==> config.mk <==
export PLATFORM = sky130hd
export DESIGN_NAME = mp_control_fsm_flat
export DESIGN_NICKNAME = d
export VERILOG_FILES = /design/src/rtl/mp_control_fsm_pkg.sv /design/src/rtl/mp_control_fsm_if.sv /design/src/rtl/mp_control_fsm_ack_timer.sv /design/src/rtl/mp_control_fsm.sv /design/src/flat_wrapper.sv
export SDC_FILE = /design/constraint.sdc
export NUM_CORES = 1
export LEC_CHECK = 0
export ABC_AREA = 1
export CAP_MARGIN = 20
export CORE_ASPECT_RATIO = 2
export CORE_MARGIN = 2
export CORE_UTILIZATION = 47
export DETAILED_ROUTE_END_ITERATION = 6
export PLACE_DENSITY = 0.85
export SKIP_LAST_GASP = 1
export SYNTH_ARGS = -nofsm -noshare
export SYNTH_HDL_FRONTEND = slang
export SYNTH_SLANG_ARGS = --single-unit
==> constraint.sdc <==
create_clock -name oscillator -period 2.03 [get_ports oscillator]
set_clock_uncertainty 0.15 [all_clocks]
set_input_delay 0.406 -clock oscillator [delete_from_list [all_inputs] [get_ports oscillator]]
set_output_delay 0.406 -clock oscillator [all_outputs]
set_load 0.05 [all_outputs]
==> src/rtl/mp_control_fsm_pkg.sv <==
// Shared definitions for the microprocessor control sequencer: opcodes, FSM
// state encodings, write-back select values and the Moore control decode.
package mp_pkg;

    typedef enum logic [1:0] {
        OP_ADD    = 2'b00,
        OP_LOAD   = 2'b01,
        OP_STORE  = 2'b10,
        OP_BRANCH = 2'b11
    } op_e;

    typedef enum logic [2:0] {
        S_IDLE   = 3'd0,
        S_FETCH  = 3'd1,
        S_DECODE = 3'd2,
        S_EXEC   = 3'd3,
        S_MEM    = 3'd4,
        S_WB     = 3'd5,
        S_FAULT  = 3'd7
    } state_e;

    localparam logic WB_ALU = 1'b0;
    localparam logic WB_MEM = 1'b1;

    typedef struct packed {
        logic imem_req;
        logic ir_load;
        logic pc_inc;
        logic pc_branch;
        logic reg_write;
        logic wb_sel;
        logic mem_read;
        logic mem_write;
    } ctl_t;

    // Every strobe is a pure function of registered state and latched opcode.
    // LOAD/STORE retire their register/PC effects in WB, after the data ack.
    function automatic ctl_t decode_ctl(state_e st, op_e op);
        ctl_t c;
        c = '0;
        case (st)
            S_FETCH:  c.imem_req = 1'b1;
            S_DECODE: c.ir_load  = 1'b1;
            S_EXEC: begin
                case (op)
                    OP_ADD: begin
                        c.reg_write = 1'b1;
                        c.wb_sel    = WB_ALU;
                        c.pc_inc    = 1'b1;
                    end
                    OP_BRANCH: c.pc_branch = 1'b1;
                    default: ;
                endcase
            end
            S_MEM: begin
                c.mem_read  = (op == OP_LOAD);
                c.mem_write = (op == OP_STORE);
            end
            S_WB: begin
                case (op)
                    OP_LOAD: begin
                        c.reg_write = 1'b1;
                        c.wb_sel    = WB_MEM;
                        c.pc_inc    = 1'b1;
                    end
                    OP_STORE: c.pc_inc = 1'b1;
                    default: ;
                endcase
            end
            default: ;
        endcase
        return c;
    endfunction

endpackage

==> src/rtl/mp_control_fsm_if.sv <==
// Instruction- and data-memory handshake bundle between sequencer and memories.
interface mp_control_fsm_if;
    logic       imem_req;
    logic [7:0] instruction;
    logic       imem_ack;
    logic       mem_read;
    logic       mem_write;
    logic       dmem_ack;

    modport master (
        output imem_req, mem_read, mem_write,
        input  instruction, imem_ack, dmem_ack
    );

    modport slave (
        input  imem_req, mem_read, mem_write,
        output instruction, imem_ack, dmem_ack
    );
endinterface

==> src/rtl/mp_control_fsm_ack_timer.sv <==
// Handshake watchdog: reloads while not waiting, counts down while waiting,
// flags expiry once ACK_TIMEOUT waiting cycles have elapsed.
module mp_ack_timer #(
    parameter int ACK_TIMEOUT = 16
) (
    input  logic oscillator,
    input  logic reset,
    input  logic load,
    output logic expired
);
    localparam int            W     = $clog2(ACK_TIMEOUT);
    localparam logic [W-1:0]  START = W'(ACK_TIMEOUT - 1);

    logic [W-1:0] cnt;

    always_ff @(posedge oscillator or posedge reset) begin
        if (reset)
            cnt <= START;
        else if (load)
            cnt <= START;
        else if (cnt != '0)
            cnt <= cnt - 1'b1;
    end

    // Reaches zero in the ACK_TIMEOUT-th waiting cycle.
    assign expired = (cnt == '0) && !load;

endmodule

==> src/rtl/mp_control_fsm.sv <==
// Multi-cycle control sequencer: fetch/decode/execute/mem/write-back with
// run/step control, handshake timeout to a sticky FAULT state, retire counter.
module mp_control_fsm
    import mp_pkg::*;
#(
    parameter int ACK_TIMEOUT = 16,
    parameter int CNT_W       = 16
) (
    input  logic               oscillator,
    input  logic               reset,
    input  logic               tick,
    input  logic               run,
    input  logic               step,
    mp_control_fsm_if.master   bus,
    output logic               ir_load,
    output logic               pc_inc,
    output logic               pc_branch,
    output logic               reg_write,
    output logic               wb_sel,
    output logic [2:0]         state,
    output logic               halted,
    output logic               fault,
    output logic [CNT_W-1:0]   retired
);
    state_e state_q, state_d;
    op_e    op_q;
    ctl_t   ctl;
    logic   timer_load, expired;

    // Timer holds its start value outside the two wait states, so it is
    // fresh on every entry to FETCH or MEM.
    assign timer_load = !(state_q == S_FETCH || state_q == S_MEM);

    mp_ack_timer #(.ACK_TIMEOUT(ACK_TIMEOUT)) u_ack_timer (
        .oscillator (oscillator),
        .reset      (reset),
        .load       (timer_load),
        .expired    (expired)
    );

    always_ff @(posedge oscillator or posedge reset) begin
        if (reset) begin
            state_q <= S_IDLE;
            op_q    <= OP_ADD;
            retired <= '0;
        end else begin
            state_q <= state_d;
            if (state_q == S_FETCH && bus.imem_ack)
                op_q <= op_e'(bus.instruction[7:6]);
            if (state_q == S_WB)
                retired <= retired + CNT_W'(1);
        end
    end

    always_comb begin
        state_d = state_q;
        case (state_q)
            S_IDLE:   if (run ? tick : step) state_d = S_FETCH;
            // Ack is checked first so an ack in the expiry cycle still succeeds.
            S_FETCH: begin
                if (bus.imem_ack)  state_d = S_DECODE;
                else if (expired)  state_d = S_FAULT;
            end
            S_DECODE: state_d = S_EXEC;
            S_EXEC:   state_d = (op_q == OP_LOAD || op_q == OP_STORE) ? S_MEM : S_WB;
            S_MEM: begin
                if (bus.dmem_ack)  state_d = S_WB;
                else if (expired)  state_d = S_FAULT;
            end
            S_WB:     state_d = S_IDLE;
            S_FAULT:  state_d = S_FAULT;
            default:  state_d = S_FAULT;
        endcase
    end

    assign ctl = decode_ctl(state_q, op_q);

    assign bus.imem_req  = ctl.imem_req;
    assign bus.mem_read  = ctl.mem_read;
    assign bus.mem_write = ctl.mem_write;
    assign ir_load       = ctl.ir_load;
    assign pc_inc        = ctl.pc_inc;
    assign pc_branch     = ctl.pc_branch;
    assign reg_write     = ctl.reg_write;
    assign wb_sel        = ctl.wb_sel;

    assign state  = state_q;
    assign halted = (state_q == S_IDLE) && !run;
    assign fault  = (state_q == S_FAULT);

endmodule

==> src/flat_wrapper.sv <==
// flat-port wrapper written by rule: the top's interface ports become plain ports
module mp_control_fsm_flat import mp_pkg::*;
#(
    parameter int ACK_TIMEOUT = 16,
    parameter int CNT_W       = 16
)
  (oscillator, reset, tick, run, step, ir_load, pc_inc, pc_branch, reg_write, wb_sel, state, halted, fault, retired, bus_imem_req, bus_mem_read, bus_mem_write, bus_instruction, bus_imem_ack, bus_dmem_ack);
  mp_control_fsm_if bus_i ();
  input  logic oscillator;
  input  logic reset;
  input  logic tick;
  input  logic run;
  input  logic step;
  output logic ir_load;
  output logic pc_inc;
  output logic pc_branch;
  output logic reg_write;
  output logic wb_sel;
  output logic [2:0] state;
  output logic halted;
  output logic fault;
  output logic [CNT_W-1:0] retired;
  output wire logic [$bits(bus_i.imem_req)-1:0] bus_imem_req;
  output wire logic [$bits(bus_i.mem_read)-1:0] bus_mem_read;
  output wire logic [$bits(bus_i.mem_write)-1:0] bus_mem_write;
  input wire logic [$bits(bus_i.instruction)-1:0] bus_instruction;
  input wire logic [$bits(bus_i.imem_ack)-1:0] bus_imem_ack;
  input wire logic [$bits(bus_i.dmem_ack)-1:0] bus_dmem_ack;
  assign bus_imem_req = bus_i.imem_req;
  assign bus_mem_read = bus_i.mem_read;
  assign bus_mem_write = bus_i.mem_write;
  assign bus_i.instruction = bus_instruction;
  assign bus_i.imem_ack = bus_imem_ack;
  assign bus_i.dmem_ack = bus_dmem_ack;
  mp_control_fsm #(.ACK_TIMEOUT(ACK_TIMEOUT), .CNT_W(CNT_W)) u_core (.oscillator(oscillator), .reset(reset), .tick(tick), .run(run), .step(step), .bus(bus_i), .ir_load(ir_load), .pc_inc(pc_inc), .pc_branch(pc_branch), .reg_write(reg_write), .wb_sel(wb_sel), .state(state), .halted(halted), .fault(fault), .retired(retired));
endmodule
**Yosys cells after proc, flatten, opt, wreduce, memory -nomap -nowiden**

Index checks and enable logic that the tools add are counted.

- Flip-flop bits (word level): 25
- Word-level logic and storage cells: 48
- Output and inout bits: 29

- Equal/unequal tests: 11
- Mux-type cells: 20
- Reductions and logical operators: 11
- $add $sub $neg: 2

Operators by type and width:

| kind | count |
|---|---|
| $pmux W3 S6 | 1 |
| $add A16 B1 Y16 const B | 1 |
| $mux W3 | 4 |
| $eq A3 B3 Y1 const B | 3 |
| $mux W1 | 8 |
| $mux W4 | 2 |
| $eq A3 B2 Y1 const B | 2 |
| $mux W2 | 3 |
| $eq A2 B2 Y1 const B | 2 |
| $logic_not A4 Y1 | 1 |
| $pmux W2 S2 | 1 |
| $reduce_bool A4 Y1 | 1 |
| $sub A4 B1 Y4 const B | 1 |
| $eq A3 B1 Y1 const B | 1 |
| $logic_and A1 B1 Y1 | 3 |
| $logic_not A3 Y1 | 1 |
| $eq A2 B1 Y1 const B | 1 |
| $logic_not A2 Y1 | 1 |
| $logic_or A1 B1 Y1 | 2 |
| $ne A2 B1 Y1 const B | 1 |
| $ne A2 B2 Y1 const B | 1 |
| $pmux W1 S2 | 1 |
| $reduce_or A2 Y1 | 1 |
| $logic_not A1 Y1 | 1 |

**Logic depth before layout (Yosys ltp)**

- Depth in word-level cells: 6
- Gate-level depth with buffers: 8
- Mapped depth without buffers: 8

**Hierarchy**

A second synthesis with hierarchy kept.

- Cell total of the unflattened synthesis: 190
- Area, all modules: 1480.2 µm²

Modules (own cells, without submodules):

| module | times used | seq. area each (µm²) | cells each | area an instance (µm²) |
|---|---|---|---|---|
| mp_control_fsm | 1 | 525.5 | 159 | 1228.7 |
| mp_ack_timer | 1 | 105.1 | 31 | 251.5 |

**Worst setup path before layout**

No wires, ideal clock.

- Kind: register to output
- Start point: register u_core.state_q[0] (netlist: u_core.state[0])
- End point: output port pc_inc
- Data arrival time: 2.092 ns
- Path slack: -0.618 ns
- Data required time: 1.474 ns
- Cell stages (with the launch flop): 3
- Path through: dfrtp_1 -> nand3_1 -> o21ai_0

- Word-level cells in the longest chain between the ends: 2
- Elaborated cells on any way between the ends: 3

RTL lines:

| item | RTL line | RTL |
|---|---|---|
| start: declaration | mp_control_fsm.sv:25 | `state_e state_q, state_d;` |
| start signal: assignment | mp_control_fsm.sv:47 | `state_q <= state_d;` |
| $eq A3 B3 Y1 or $eq A3 B2 Y1 (tied branches) | mp_control_fsm_pkg.sv:41 | `case (st)` |
| $pmux W1 S2 * | mp_control_fsm_pkg.sv:41 |  |
| end: declaration | flat_wrapper.sv:15 | `output logic pc_inc;` |

Mark *: on every way between the ends. The rest lies on a longest branch, timed or not.

**Worst setup path after layout**

- Start point: register u_core.state_q[2] (netlist: u_core.state[2])
- End point: output port pc_inc

Same word-level chain as after synthesis.

==> out/qor.yml <==
grt_pass1_wl_um: 5910
grt.total_usage_pct: 21.1
synth_enable_flop_cells: 0
switching_share_pct: 23.1
reg2reg_slack_ns: 0.35
worst_slew_pin_slew_ns: 0.333
syn_nets: 220
num_io_pins: 44
power.total_mw: 0.856
worstPathArrival_ns: 1.42
slew_headroom_pct: 77.8
status: "complete, no violations"
num-fill-cells: 250
comb_power_share_pct: 5.5
regArea_um2: 634
ant_nets: 0
initial_core_util_pct: 48.3
cts_root_buf: "clkbuf_8"
avgSynthCellArea_um2: 7.61
drtIter0Drc: 24
synth_flop_cell: "dfrtp_1"
wirelength_um: 3600
htreeDepth: 1
maxCapViolations: 0
power_density_nw_per_um2: 404
max_freq_ghz: 0.507
die_area_um2: 3700
yosysTopAreaCell: "dfrtp_1"
finalWeightedCongestion: 0.794
clk_pin_slew_ns: 0.09
die_w_um: 44.1
clkPwrFrac_pct: 35.8
post_route_cells_drive_above_1_share_pct: 27.7
yosysSeqAreaShare_pct: 41.8
syn_area_um2: 1510
slew_violations: 0
start_kind: "register"
timing.critical_path.required_ns: 1.47
rows: 29
tritoncts: "done"
ir_worst_vdd_v: 0.000365
finalSetupTns_ns: 0
min_period_ns: 1.97
yosys-top-cells-count: "nand2_1 (53), inv_1 (32), nor2_1 (26)"
syn_inst: 198
core_area_um2: 3120
critPathMaxFanout: 7
yosys-top-cells-area: "dfrtp_1 (35%), nand2_1 (13%), inv_1 (8.0%), dfstp_2 (7.0%), nor2_1 (6.5%)"
ys_async_sr_fraction_pct: 100
first_pass_iters: 4
wl_per_cell_um: 13.2
pwr-share-seq_pct: 58.7
hpwl_um: 2780
cts.sinks: 25
stdcell_count: 273
clk_latency_ns: 0.27
hp-class: "input pin to async pin"
finalSetupViolations: 0
p_int_mw: 0.659
synth_top_area_share_pct: 34.9
grt_pass1_vias: 1463
io_buffers: 37
die_h_um: 84.1
viasPerCell: 5.23
antennaDiodeCount: 0
period_share_pct: 97.1
crit_type: "register to primary output"
grt_start_max_net_pins: 26
layout.nets: 265
multi_input_area_um2: 828
worstSetupEndpointType: "primary output"
rsz0062_at_grt: "yes"
p_sw_mw: 0.198
synth_cell_types: 29
yosys_warnings: 0
clockBufferDepth: 2
place_inst: 268
finalHoldViolCount: 0
drc_errors: 0
ys_seq_elements: 25
power.leakage_nw: 1.05
grt_antenna_before_repair: 0
overflow: 0
area_growth_pct: 40.7
synth.most_common_cell: "nand2_1"
cts_buffers: 3
via_count: 1428
## layer usage
layer / wire (um) / vias to the layer above / global-route usage, %
li1: - / 704 / -
met1: 1180 / 672 / 19.9
met2: 2160 / 39 / 39.7
met3: 121 / 13 / 3.25
met4: 136 / 0 / 11.6
met5: 0 / - / 0
## sequential cells by signal (all words and copies together) (netlist names)
register / flops
u_core.retired: 16
u_core.op_q: 2
u_core.state: 3
u_core.u_ack_timer.cnt: 4
## repair_timing
item	4_1_cts	5_1_grt
pin swaps	0	1
hold buffers	0	0
buffers inserted	0	1
setup endpoints to repair	5	6
resized for setup	5	9
## worst max-delay path: stages (launching register included)
cell and delay [ns]:
dfrtp_2 0.48, inv_1 0.16, nand3_4 0.15, o21ai_4 0.20, buf_12 0.16
## area by class of cell
type	count	area share, %
multi-input combinational	140	39.0
clock inverter	1	0.236
timing repair buffer	40	21.0
inverter	33	6.07
sequential	25	29.9
clock buffer	3	1.95
tap	31	1.83
## final timing paths
kind | cells after the start | from | endpoint
worst max-delay path | 4 | u_core.state[2] | pc_inc
worst min-delay path | 3 | reset | u_core.retired[9]
worst max register to register | 7 | u_core.state[1] | u_core.retired[8]
worst min register to register | 2 | u_core.u_ack_timer.cnt[0] | u_core.u_ack_timer.cnt[0]
max in group asynchronous | 3 | reset | u_core.u_ack_timer.cnt[2]
min in group oscillator | 2 | u_core.u_ack_timer.cnt[0] | u_core.u_ack_timer.cnt[0]
## stage by stage
stage	hold WS [ns]	setup slack, ns	cell area, um^2	utilization (%)
after floorplan	0.280	-0.215	1550	-
after global placement	0.324	0.223	2030	65.0
after detailed placement	0.339	0.192	2030	65.0
after CTS	0.341	-0.0323	2090	66.9
after global routing	0.376	-0.0258	2120	68.0
final	0.324	0.0589	2120	68.0
## placed cells by master (no fill, tap or decap), drive strengths merged, types with 6 or more instances in the layout
cell type and n:
dfrtp 21, inv 33, clkdlybuf4s50 8, xor2 6, buf 32, o21ai 11, ha 7, nand3 10
nand2 55, nor2 30
## logic make-up after synthesis
kind of cell / share of synthesized area [%]
DFF: 41.8
and+or+nand+nor: 32.2
adders and majority gates: 5.81
buffers and inverters: 8.22
xor gates and xnor gates: 5.23
AOI/OAI and AO/OA: 6.72
## power groups by stage
stage	logic, mW	clock network (mW)	registers, mW
floorplan	0.0211	0	0.512
global placement	0.0445	0	0.512
detailed placement	0.0467	0	0.512
CTS	0.0473	0.311	0.503
global route	0.0538	0.327	0.503
finish	0.0472	0.306	0.503
Power figures use the tool's default switching activity.
